[src/rtl/alu_share_arbiter_pkg.sv]
// alu_share_arbiter_pkg
//   Shared definitions for the shared-ALU arbiter:
//   - RES_W        : width of the shared ALU datapath (fixed at 4)
//   - OP_ADD..OP_XOR : supported opcodes; every other opcode is an error
//   - state_t      : IDLE / EXEC / RESP controller states
//   - alu_out_t    : result plus unsupported-opcode flag
//   - alu_eval     : the 4-bit ALU core, evaluated on latched operands
package alu_share_arbiter_pkg;

  localparam int RES_W = 4;

  localparam logic [2:0] OP_ADD = 3'b000;
  localparam logic [2:0] OP_SUB = 3'b001;
  localparam logic [2:0] OP_AND = 3'b010;
  localparam logic [2:0] OP_OR  = 3'b011;
  localparam logic [2:0] OP_XOR = 3'b100;

  typedef enum logic [1:0] {
    ST_IDLE = 2'd0,
    ST_EXEC = 2'd1,
    ST_RESP = 2'd2
  } state_t;

  typedef struct packed {
    logic [RES_W-1:0] result;
    logic             err;
  } alu_out_t;

  // Arithmetic wraps modulo 2^RES_W. Unsupported opcodes give a zero
  // result with err set; the transaction still completes.
  function automatic alu_out_t alu_eval(input logic [RES_W-1:0] a,
                                        input logic [RES_W-1:0] b,
                                        input logic [2:0]       op);
    alu_out_t r;
    r.result = '0;
    r.err    = 1'b0;
    case (op)
      OP_ADD:  r.result = a + b;
      OP_SUB:  r.result = a - b;
      OP_AND:  r.result = a & b;
      OP_OR:   r.result = a | b;
      OP_XOR:  r.result = a ^ b;
      default: r.err    = 1'b1;
    endcase
    return r;
  endfunction

endpackage

[src/rtl/alu_rr_arbiter.sv]
// alu_rr_arbiter
//   Combinational round-robin pick. Searches req_valid upward from ptr,
//   wrapping modulo N_REQ, and returns the first asserted requester.
// Ports:
//   valid  in  N_REQ   request lines
//   ptr    in  IW      highest-priority index this cycle
//   grant  out N_REQ   one-hot grant (zero when nothing is valid)
//   idx    out IW      index of the granted requester
//   any    out 1       at least one request is valid
module alu_rr_arbiter #(
  parameter int N_REQ = 4,
  parameter int IW    = $clog2(N_REQ)
) (
  input  logic [N_REQ-1:0] valid,
  input  logic [IW-1:0]    ptr,
  output logic [N_REQ-1:0] grant,
  output logic [IW-1:0]    idx,
  output logic             any
);

  // cand[k] = (ptr + k) mod N_REQ; N_REQ need not be a power of two, so the
  // wrap is an explicit subtract rather than a natural overflow.
  logic [IW-1:0] cand [N_REQ];

  genvar gi;
  generate
    for (gi = 0; gi < N_REQ; gi++) begin : g_cand
      logic [IW:0] sum;
      assign sum = {1'b0, ptr} + (IW+1)'(gi);
      assign cand[gi] = (sum >= (IW+1)'(N_REQ)) ? IW'(sum - (IW+1)'(N_REQ))
                                                 : IW'(sum);
    end
  endgenerate

  // Walk offsets from farthest to nearest so the nearest valid one wins.
  always_comb begin
    idx = '0;
    any = 1'b0;
    for (int k = N_REQ - 1; k >= 0; k--) begin
      if (valid[cand[k]]) begin
        idx = cand[k];
        any = 1'b1;
      end
    end
  end

  assign grant = any ? (N_REQ'(1) << idx) : '0;

endmodule

[src/rtl/alu_share_arbiter.sv]
// alu_share_arbiter
//   Shares one 4-bit ALU among N_REQ requesters. IDLE grants round-robin and
//   latches the winner's operands, EXEC registers the ALU result, RESP holds
//   a tagged result until the consumer accepts it.
// Ports:
//   clk, rst              clock, synchronous active-high reset
//   req_valid/req_ready   per-requester handshake (ready one-hot or zero)
//   req_a, req_b          packed operands, requester i at [i*W +: W]
//   req_op                packed opcodes, requester i at [i*3 +: 3]
//   rsp_valid/rsp_ready   result handshake
//   rsp_id                requester owning the result
//   rsp_result, rsp_err   ALU result and unsupported-opcode flag
//   busy                  controller not in IDLE
//   op_count              completed responses, wraps
module alu_share_arbiter
  import alu_share_arbiter_pkg::*;
#(
  parameter int N_REQ = 4,
  parameter int W     = RES_W,
  parameter int CNT_W = 16
) (
  input  logic                     clk,
  input  logic                     rst,
  input  logic [N_REQ-1:0]         req_valid,
  output logic [N_REQ-1:0]         req_ready,
  input  logic [N_REQ*W-1:0]       req_a,
  input  logic [N_REQ*W-1:0]       req_b,
  input  logic [N_REQ*3-1:0]       req_op,
  output logic                     rsp_valid,
  input  logic                     rsp_ready,
  output logic [$clog2(N_REQ)-1:0] rsp_id,
  output logic [W-1:0]             rsp_result,
  output logic                     rsp_err,
  output logic                     busy,
  output logic [CNT_W-1:0]         op_count
);

  localparam int IW = $clog2(N_REQ);

  state_t           state_reg, state_next;
  logic [IW-1:0]    ptr_reg, ptr_next;
  logic [IW-1:0]    gnt_id_reg;
  logic [W-1:0]     a_reg, b_reg;
  logic [2:0]       op_reg;
  logic [W-1:0]     result_reg;
  logic             err_reg;
  logic [CNT_W-1:0] op_count_reg, op_count_next;

  logic             load_req, load_res;
  logic [N_REQ-1:0] ready_comb;
  logic             rsp_valid_comb;

  logic [N_REQ-1:0] arb_grant;
  logic [IW-1:0]    arb_idx;
  logic             arb_any;
  alu_out_t         alu_out;

  alu_rr_arbiter #(
    .N_REQ (N_REQ),
    .IW    (IW)
  ) u_arb (
    .valid (req_valid),
    .ptr   (ptr_reg),
    .grant (arb_grant),
    .idx   (arb_idx),
    .any   (arb_any)
  );

  assign alu_out = alu_eval(a_reg, b_reg, op_reg);

  always_comb begin
    state_next     = state_reg;
    ptr_next       = ptr_reg;
    op_count_next  = op_count_reg;
    load_req       = 1'b0;
    load_res       = 1'b0;
    ready_comb     = '0;
    rsp_valid_comb = 1'b0;
    case (state_reg)
      ST_IDLE: begin
        if (arb_any) begin
          ready_comb = arb_grant;
          load_req   = 1'b1;
          state_next = ST_EXEC;
        end
      end
      ST_EXEC: begin
        load_res   = 1'b1;
        state_next = ST_RESP;
      end
      ST_RESP: begin
        rsp_valid_comb = 1'b1;
        if (rsp_ready) begin
          op_count_next = op_count_reg + CNT_W'(1);
          // Priority moves just past the requester that was served.
          ptr_next      = (gnt_id_reg == IW'(N_REQ - 1)) ? '0
                                                         : gnt_id_reg + IW'(1);
          state_next    = ST_IDLE;
        end
      end
      default: state_next = ST_IDLE;
    endcase
  end

  always_ff @(posedge clk) begin
    if (rst) begin
      state_reg    <= ST_IDLE;
      ptr_reg      <= '0;
      gnt_id_reg   <= '0;
      a_reg        <= '0;
      b_reg        <= '0;
      op_reg       <= '0;
      result_reg   <= '0;
      err_reg      <= 1'b0;
      op_count_reg <= '0;
    end else begin
      state_reg    <= state_next;
      ptr_reg      <= ptr_next;
      op_count_reg <= op_count_next;
      if (load_req) begin
        gnt_id_reg <= arb_idx;
        a_reg      <= req_a[int'(arb_idx)*W +: W];
        b_reg      <= req_b[int'(arb_idx)*W +: W];
        op_reg     <= req_op[int'(arb_idx)*3 +: 3];
      end
      if (load_res) begin
        result_reg <= alu_out.result;
        err_reg    <= alu_out.err;
      end
    end
  end

  // Handshake outputs are masked while reset is asserted so no transfer can
  // be observed by a neighbour during the reset cycle itself.
  assign req_ready  = rst ? '0 : ready_comb;
  assign rsp_valid  = rsp_valid_comb & ~rst;
  assign rsp_id     = gnt_id_reg;
  assign rsp_result = result_reg;
  assign rsp_err    = err_reg;
  assign busy       = (state_reg != ST_IDLE);
  assign op_count   = op_count_reg;

endmodule

[config.mk]
export PLATFORM = sky130hd
export DESIGN_NAME = alu_share_arbiter
export DESIGN_NICKNAME = d
export VERILOG_FILES = /design/src/rtl/alu_share_arbiter_pkg.sv /design/src/rtl/alu_rr_arbiter.sv /design/src/rtl/alu_share_arbiter.sv
export SDC_FILE = /design/constraint.sdc
export NUM_CORES = 1
export LEC_CHECK = 0
export BUFFER_PORTS_ARGS = -buffer_cell sky130_fd_sc_hd__buf_2
export CAP_MARGIN = 20
export CORE_MARGIN = 2
export CORE_UTILIZATION = 46
export DETAILED_ROUTE_END_ITERATION = 10
export GPL_ROUTABILITY_DRIVEN = 0
export PLACE_DENSITY = 0.78
export SYNTH_ARGS = -nofsm -noshare
export SYNTH_HDL_FRONTEND = slang
export SYNTH_HIERARCHICAL = 1
export SYNTH_SLANG_ARGS = --single-unit
[constraint.sdc]
create_clock -name clk -period 2 [get_ports clk]
set_input_delay 0.2 -clock clk [delete_from_list [all_inputs] [get_ports clk]]
set_output_delay 0.2 -clock clk [all_outputs]
set_load 0.01 [all_outputs]
==> results.sh <==
export IMPL_wl_per_cell_um=12.4
export IMPL_rsz0062_at_grt="true"
export IMPL_synth_top_area_share_pct=30.3
export IMPL_async_reset_ff_share_pct=0
export IMPL_irDropWorstVdd_uv=311
export IMPL_maxCapViolCount=0
export IMPL_fp_coreArea_mm2=0.00517
export IMPL_skew_ps=8.03
export IMPL_clockPowerShare_pct=26.3
export IMPL_n_fill_cell=414
export IMPL_ys_ff_latch=38
export IMPL_drt_iter0_drc=132
export IMPL_fin_util_pct=62.0
export IMPL_setup_ws_ps=75.3
export IMPL_yosys_area_top_type="dfxtp_1"
export IMPL_drive_gt1_share_pct=35.5
export IMPL_syn_inst=300
export IMPL_fp_row_count=26
export IMPL_yosys_area_share_simple_pct=25.8
export IMPL_die_x_um=77.9
export IMPL_n_antenna_cell=0
export IMPL_p_per_area_mw_per_mm2=635
export IMPL_synth_xor_xnor_area_share_pct=3.84
export IMPL_ys_warn_count=6
export IMPL_grt_max_degree=23
export IMPL_status="complete, no violations"
export IMPL_synth_edf_count=0
export IMPL_power_switching_w=0.000625
export IMPL_min_period_over_period_pct=96.2
export IMPL_clock_sinks=38
export IMPL_dr_pass1_iters=4
export IMPL_postCtsHoldBufs=0
export IMPL_nets=457
export IMPL_initial_utilization_pct=48.5
export IMPL_drc=0
export IMPL_numCtsBuffers=5
export IMPL_dp_cells=450
export IMPL_power_frac_seq_pct=42.1
export IMPL_synthAdderAreaFrac_pct=7.77
export IMPL_htreeDepth=2
export IMPL_slowest_delay_ps=420
export IMPL_cts_root_buffer="clkbuf_8"
export IMPL_post_place_ws_ps=-35.1
export IMPL_finalNonFillerCells=462
export IMPL_syn_cell_area_mm2=0.00251
export IMPL_yosysSeqAreaShare_pct=30.3
export IMPL_antenna_found_initial=0
export IMPL_io_pins=80
export IMPL_grt_pass1_vias=2247
export IMPL_path_clk_slew_ps=80
export IMPL_track_usage_pct=18.8
export IMPL_post_route_min_period_ps=1920
export IMPL_grt_pass1_wl_um=9660
export IMPL_p_sw_share_pct=30.7
export IMPL_die_y_um=77.9
export IMPL_start_kind="register"
export IMPL_synth_fp_nets=366
export IMPL_synth_top_family_by_area="simple AND/OR/NAND/NOR gates"
export IMPL_io_buffers=79
export IMPL_synthMuxAreaShare_pct=11.6
export IMPL_cp_data_required_time_ps=2210
export IMPL_synth_compound_area_share_pct=15.0
export IMPL_path_delay_family="simple AND/OR/NAND/NOR gates"
export IMPL_netlist_top_cells_area="dfxtp_1 (30%), ha_1 (7.0%), a21oi_1 (6.4%)"
export IMPL_cp_arrival_ps=2140
export IMPL_power_w=0.00204
export IMPL_path_cells="nor3b_4 > mux2_4 > fa_1 > or2_4 > a21oi_2 > o21ai_1 > a21oi_1"
export IMPL_die_area_mm2=0.00607
export IMPL_finalSetupViolCount=0
export IMPL_path_max_fanout=2
export IMPL_tns_ps=0
export IMPL_cp_buffers_inverters=0
export IMPL_worstSetupPathType="register to register"
export IMPL_finalHoldViolCount=0
export IMPL_internal_power_w=0.00141
export IMPL_max_clock_freq_mhz=520
export IMPL_rr_startpoint="op_reg[1]$_SDFFE_PP0P_"
export IMPL_cts_buffer_depth=2
export IMPL_wl_um=5730
export IMPL_largest_register_ffs=16
export IMPL_avgSynthCellArea_um2=8.37
export IMPL_min_from="req_b[11]"
export IMPL_ant_nets=0
export IMPL_vias=2454
export IMPL_via_per_inst=5.31
export IMPL_hpwlAfterDp_um=4310
export IMPL_max_slew_margin_pct=72.2
export IMPL_clock_latency_ps=280
export IMPL_synth_flop_cell="dfxtp_1"
export IMPL_end_kind="register"
export IMPL_cts_tree="yes"
export IMPL_cp_slowest_cell="fa_1"
export IMPL_syn_to_final_growth_pct=27.8
export IMPL_startpoint="op_reg[1]$_SDFFE_PP0P_"
export IMPL_p_comb_share_pct=31.6
export IMPL_grt_overflow_total=0
export IMPL_cellLeakagePower_nw=1.47
export IMPL_hp_class="primary input to register"
export IMPL_drv_slew=0
export IMPL_tightest_slew_ps=417
export IMPL_synth_cell_types=51
-- power by group through the flow --
stage	logic, W	registers [W]	clock network, W
2_1_floorplan	0.000406	0.000873	0
3_3_place_gp	0.000587	0.000869	0
3_5_place_dp	0.000602	0.000871	0
4_1_cts	0.000623	0.000854	0.000546
5_1_grt	0.000724	0.000868	0.000586
6_report	0.000645	0.000858	0.000535
-- per-layer routing --
layer,track usage [%],vias up,wire length [um]
li1,-,1248,-
met1,25.8,1120,2790
met2,31.4,84,2590
met3,3.26,2,320
met4,3.39,0,32
met5,0,-,0
-- what timing repair did --
| item | 4_1_cts | 5_1_grt |
|---|---|---|
| buffers inserted | 0 | 4 |
| setup endpoints to repair | 1 | 12 |
| pin swaps | 3 | 5 |
| gates resized for setup | 4 | 11 |
-- layout by cell type, fill, tap and decap left out, types with 2 or more instances in the layout --
cell      netlist  routed
mux4_2          7       7
o21ai_1         0       2
o21ai_0         9       7
nand2_1        32      32
xnor2_1         4       4
dfxtp_2         0       5
ha_1           14      13
clkbuf_8        0       6
mux2_2          3       2
inv_2           0       2
dfxtp_1        38      33
o21a_1          2       2
o22ai_1         7       7
inv_1          17      15
buf_4           2      20
mux2i_1        10      10
or3_1           4       4
nor2_1         23      23
or3b_2          2       2
and2_1          6       6
nand4_1         4       4
buf_2           3      79
xor2_1          7       7
nor2b_1         5       5
and3_1          2       2
a21oi_1        32      31
nand3_1         7       7
nor3_1         11      11
or2_2           3       2
nand2b_1        4       4
nand3b_1        9       9
-- final cells by class --
class,count,area [um2],area share (%)
flip-flops and latches,38,767,23.9
clock buffers,7,86.3,2.69
multi-input cells,229,1640,51.2
well taps,70,87.6,2.73
repair buffers,100,557,17.3
inverters,17,63.8,1.99
clock inverters,1,5.00,0.156
-- final timing paths --
path | end | slack (ps) | cells past startpoint
setup / recovery | rsp_result[1]$_SDFFE_PP0N_ | 80 | 7
hold / removal | b_reg[3]$_SDFFE_PP0P_ | 210 | 3
setup reg to reg | rsp_result[1]$_SDFFE_PP0N_ | 80 | 7
hold reg to reg | rsp_result[0]$_SDFFE_PP0N_ | 460 | 2
-- logic make-up after synthesis --
logic type | Yosys count
buf+inv | 33
compound gates | 62
flops | 38
fa+ha+maj | 15
simple gates | 121
mux | 20
xor+xnor | 11
-- cells in the mapped netlist, drive strengths merged (2+ instances only) --
cell type and instances:
nor2b 5, nand3 7, mux2i 10, mux4 7, nand3b 9, o22ai 7, and2 6, nor3b 2
buf 8, inv 17, a21oi 32, xor2 7, nand4 4, mux2 3, nor2 24, or2 3
xnor2 4, ha 14, nor3 11, o21a 2, and3 2, dfxtp 38, nand2b 4, clkbuf 8
nand2 32, or3b 2, o21ai 9, or3 4
-- stage by stage --
step	instance area [um2]	hold slack (ps)
2_1_floorplan	2520	370
3_3_place_gp	3050	442
3_5_place_dp	3050	454
4_1_cts	3150	208
5_1_grt	3210	206
6_report	3210	210
-- worst register-to-register path: cells and delay by family, from the launching register on --
kind | cells | cell delay, ps
AOI/OAI and AO/OA | 3 | 320
adders and majority gates | 1 | 420
DFF | 1 | 340
muxes | 1 | 330
and+or+nand+nor | 2 | 450
No activity file was read; power rests on OpenSTA's default activity.
